## src/rtl/dncntr_pkg.sv

```systemverilog
// Shared FSM encoding and constant helpers for the down counter.
package dncntr_pkg;

    localparam int unsigned MAX_WIDTH = 16;

    typedef enum logic {
        RUN = 1'b0,
        SAT = 1'b1
    } fsm_t;

    // All-ones value of a w-bit counter; usable in constant expressions.
    function automatic logic [MAX_WIDTH-1:0] all_ones(input int unsigned w);
        all_ones = MAX_WIDTH'((32'd1 << w) - 32'd1);
    endfunction

endpackage

```

## src/rtl/trig_edge_det.sv

```systemverilog
// 1-bit rising-edge detector with registered pulse output and synchronous reset.
module trig_edge_det (
    input  logic clk,
    input  logic reset,
    input  logic din,
    output logic rise
);

    logic prev;

    // prev resets high so a level already asserted at reset release is not an edge
    always_ff @(posedge clk) begin
        if (reset) begin
            prev <= 1'b1;
            rise <= 1'b0;
        end else begin
            prev <= din;
            rise <= din & ~prev;
        end
    end

endmodule

```

## src/rtl/dncntr_fsm.sv

```systemverilog
// Down counter FSM (RUN/SAT) with zero, underflow and saturation status.
// Define DNCNTR_TRIG_EDGE_EN for edge-qualified trigger (one extra cycle latency).
module dncntr_fsm
    import dncntr_pkg::*;
#(
    parameter int unsigned       WIDTH     = 2,
    parameter logic [WIDTH-1:0]  RESET_VAL = {WIDTH{1'b1}}
) (
    input  logic             clk,
    input  logic             reset,
    input  logic             trigger,
    input  logic             load,
    input  logic [WIDTH-1:0] load_val,
    input  logic             wrap_en,
    output logic [WIDTH-1:0] state,
    output logic             zero,
    output logic             underflow,
    output logic             saturated
);

    localparam logic [WIDTH-1:0] ONES = WIDTH'(all_ones(WIDTH));

    logic count_en;
    fsm_t fsm;

`ifdef DNCNTR_TRIG_EDGE_EN
    trig_edge_det u_trig_edge_det (
        .clk   (clk),
        .reset (reset),
        .din   (trigger),
        .rise  (count_en)
    );
`else
    assign count_en = trigger;
`endif

    // Priority per edge: reset > load > count
    always_ff @(posedge clk) begin
        if (reset) begin
            fsm       <= RUN;
            state     <= RESET_VAL;
            zero      <= (RESET_VAL == '0);
            underflow <= 1'b0;
            saturated <= 1'b0;
        end else begin
            underflow <= 1'b0;
            if (load) begin
                fsm       <= RUN;
                state     <= load_val;
                zero      <= (load_val == '0);
                saturated <= 1'b0;
            end else begin
                case (fsm)
                    RUN: begin
                        if (count_en) begin
                            if (state != '0) begin
                                state <= state - WIDTH'(1);
                                zero  <= (state == WIDTH'(1));
                            end else if (wrap_en) begin
                                state     <= ONES;
                                zero      <= 1'b0;
                                underflow <= 1'b1;
                            end else begin
                                fsm       <= SAT;
                                saturated <= 1'b1;
                            end
                        end
                    end
                    SAT: begin
                        state     <= '0;
                        zero      <= 1'b1;
                        saturated <= 1'b1;
                    end
                    default: begin
                        fsm <= RUN;
                    end
                endcase
            end
        end
    end

endmodule

```

## config.mk

```make
export PLATFORM = sky130hd
export DESIGN_NAME = dncntr_fsm
export DESIGN_NICKNAME = d
export VERILOG_FILES = /design/src/rtl/dncntr_pkg.sv /design/src/rtl/trig_edge_det.sv /design/src/rtl/dncntr_fsm.sv
export SDC_FILE = /design/constraint.sdc
export NUM_CORES = 1
export LEC_CHECK = 0
export CAP_MARGIN = 20
export CORE_AREA = 2 2 39 41
export CTS_CLUSTER_SIZE = 8
export DETAILED_ROUTE_END_ITERATION = 8
export DIE_AREA = 0 0 41 43
export PLACE_DENSITY = 0.54
export SLEW_MARGIN = 10
export SYNTH_ARGS = -nofsm -noshare
export SYNTH_HDL_FRONTEND = slang
export SYNTH_HIERARCHICAL = 1
export SYNTH_SLANG_ARGS = --single-unit
```

## constraint.sdc

```tcl
create_clock -name clk -period 1.59 [get_ports clk]
set_input_delay 0.477 -clock clk [delete_from_list [all_inputs] [get_ports clk]]
set_output_delay 0.477 -clock clk [all_outputs]
set_load 0.01 [all_outputs]
```

==> flow_metrics.py <==
metrics = {
    "yosys": {
        "synth_top_family_by_area": "simple AND/OR/NAND/NOR gates",
        "synth.distinct_cells": 15,
        "synth_area_per_cell_um2": 8.80,
        "synthAdderAreaFrac": 0.0862,
        "synth_area_leaders": "dfxtp_1 41%, ha_1 8.6%, mux2i_1 6.9%",
        "synth_compound_area_frac": 0.125,
        "yosys.area_share.simple": 0.267,
        "netlist.area_leader.share": 0.414,
        "synth.area.mux_share": 0.0690,
        "yosys_warnings": 6,
        "syn_area_um2": 290,
        "synth_xor_area_frac": 0,
        "yosys_register_bits": 6,
        "postSynthNetCount": 42,
        "yosysSeqAreaShare": 0.414,
        "yosysTopAreaCell": "dfxtp_1",
        "synth_cells": 33,
    },
    "cells_and_area": {
        "multi_input_area_um2": 178,
        "nets": 60,
        "diodes": 0,
        "finalInstanceArea_um2": 475,
        "n_fill_cell": 163,
        "layout-drive-gt1-share": 0.184,
        "fin_util": 0.344,
        "ff_latch_area_um2": 120,
        "syn_to_final_growth_pct": 63.8,
    },
    "floorplan": {
        "ios": 12,
        "initial_utilization": 0.210,
        "core_area_mm2": 0.00138,
        "die_h_um": 43,
        "row_count": 14,
        "dieArea_mm2": 0.00176,
        "die_x_um": 41,
    },
    "clock_network": {
        "numCtsBuffers": 3,
        "clockBufferDepth": 2,
        "clock_latency_ns": 0.24,
        "h-tree-depth": 1,
        "clock-sinks": 6,
        "cts_tree": "done",
        "cts_root_buf": "clkbuf_4",
        "clkTransAtPathRegs_ns": 0.05,
    },
    "worst_setup_path": {
        "worstSetupPathType": "primary input to flip-flop",
        "cp_cell_sequence": "clkdlybuf4s50_1 > nand2b_4 > a21oi_4 > or3b_1 > a21oi_2",
        "timing.rr.start": "state[0]",
        "crit_family": "simple AND/OR/NAND/NOR gates",
        "cp_data_required_time_ns": 1.76,
        "path_max_fanout": 4,
        "slowest_delay_ns": 0.49,
        "crit_buf_inv": 1,
        "endpoint_kind": "flip-flop",
        "startpoint": "wrap_en",
        "cp.arrival_ns": 1.72,
        "cp_slowest_cell": "clkdlybuf4s50_1",
        "start_kind": "primary input",
    },
    "drt": {
        "dr.first_iter.drc_count": 4,
        "first_pass_iters": 4,
        "wl_um": 630,
        "viasPerCell": 4.14,
        "ant_nets": 0,
        "wl_per_cell_um": 9.69,
        "num_vias": 269,
        "drc": 0,
    },
    "global_route": {
        "grt_usage": 0.0835,
        "grt_use_met3": 0.0209,
        "overflow": 0,
        "grt_use_met1": 0.123,
        "grt_pass1_wl_um": 966,
        "grt_max_degree": 7,
        "grtUsageMet2": 0.0906,
        "busiest_layer": "met1",
        "grt_pass1_vias": 235,
        "grt_antenna_before_repair": 0,
    },
    "timing": {
        "fmax_ghz": 0.648,
        "setup_viol": 0,
        "fin_crit_ns": 1.54,
        "hold_violations": 0,
        "worstMarginPinSlew_ns": 0.242,
        "relSlewSlack": 0.837,
        "fin_crit_sh": 0.971,
        "slew_violations": 0,
        "skew_ns": 0.00129,
        "rsz0062_at_grt": "no",
    },
    "power": {
        "p_sw_frac": 0.241,
        "p_clk_frac": 0.366,
        "total_leakage_power_uw": 0.000214,
        "power_frac_seq": 0.434,
        "pwr-share-comb": 0.200,
        "p_switching_uw": 91.0,
        "intPower_uw": 286,
        "powerDensity_mw_per_mm2": 794,
        "ir_worst_vdd_uv": 266,
    },
    "flow_run": {
        "max-cap-violations": 0,
    },
    "place": {
        "port_buffers": 11,
        "dpl.hpwl_um": 457,
        "gp_congestion": 0.752,
        "dpl_cell_area_um2": 435,
    },
    "status": {
        "status": "completed",
    },
    "hold_path": {
        "hold_path.class": "flip-flop to flip-flop",
        "min_from": "saturated",
    },
}
==> cell usage in the layout, fill, tap and decap left out <==
master / netlist / final
a211oi_1: 1 / 1
a21oi_2: 1 / 1
a21oi_4: 0 / 1
buf_4: 0 / 2
clkbuf_4: 0 / 3
clkdlybuf4s50_1: 0 / 7
dfxtp_1: 6 / 6
dlygate4sd2_1: 0 / 3
dlymetal6s2s_1: 0 / 1
ha_1: 2 / 2
inv_1: 3 / 3
mux2i_1: 2 / 2
nand2_1: 4 / 4
nand2b_1: 3 / 2
nand2b_4: 0 / 1
nor2_1: 2 / 2
nor3_1: 2 / 2
nor4b_1: 1 / 1
o21ai_0: 3 / 3
or2_4: 1 / 1
or3b_1: 1 / 1
==> flip-flops by register name (all words and copies together), names as in the netlist <==
| name | cells |
|---|---|
| zero | 1 |
| fsm | 1 |
| underflow | 1 |
| state | 2 |
| saturated | 1 |
==> power by group through the flow <==
stage / registers [µW] / logic [µW] / clock network (µW)
global placement: 167 / 73.2 / 0
global route: 164 / 84.2 / 156
detailed placement: 167 / 74.0 / 0
finish: 164 / 75.5 / 138
floorplan: 170 / 28.0 / 0
CTS: 164 / 70.8 / 144
==> final cells by class <==
type                    instances  share of cell area
repair buffers                 13               0.261
well taps                      16              0.0421
inverters                       3              0.0237
clock buffers                   3              0.0474
flip-flops and latches          6               0.253
multi-input cells              24               0.374
==> cells by family (layout without fill, tap and decap cells) <==
group / Yosys count / after routing
muxes: 2 / 2
buffers and inverters: 3 / 19
and+or+nand+nor: 14 / 14
adders and majority gates: 2 / 2
DFF: 6 / 6
AOI/OAI and AO/OA: 6 / 6
==> stage by stage <==
stage / setup TNS, ns / hold slack [ns] / power (µW) / setup WS, ns / cells
6_report: 0 / 0.452 / 378 / 0.0460 / 65
2_1_floorplan: 0 / 0.469 / 198 / 0.212 / 33
3_5_place_dp: -0.584 / 0.439 / 241 / -0.189 / 62
5_1_grt: 0 / 0.464 / 404 / 0.00262 / 65
4_1_cts: 0 / 0.452 / 379 / 0.00993 / 65
3_3_place_gp: -0.575 / 0.440 / 240 / -0.183 / 62
==> worst register-to-register path, cell delays in order (launching register included) <==
cell and delay (ns):
dfxtp_1 0.38, inv_1 0.07, ha_1 0.24, nand2b_4 0.09, a21oi_4 0.07, or3b_1 0.40
a21oi_2 0.14
==> timing repair <==
action	4_1_cts	5_1_grt
hold buffers	0	0
endpoints found under the setup margin	3	4
buffers inserted	0	0
gates resized for setup	3	4
gates cloned	0	0
==> layer usage <==
layer	vias to the layer above	routed length [µm]
li1	144	-
met1	115	305
met2	10	280
met3	0	44
met4	0	0
met5	-	0
==> cells in the mapped netlist (all sizes together) <==
cell,n
nor3,2
a21oi,2
dfxtp,6
nand2,4
ha,2
nor4b,1
nand2b,3
nor2,2
inv,3
a211oi,1
mux2i,2
o21ai,3
or3b,1
or2,1
==> final timing paths <==
check                                 end  slack, ns  depth (start not counted)
worst max-delay path                 zero       0.05                          5
worst min-delay path            saturated       0.45                          2
worst max register to register       zero       0.14                          6
worst min register to register  saturated       0.45                          2
Note: power is estimated with default switching activity, not from simulation.
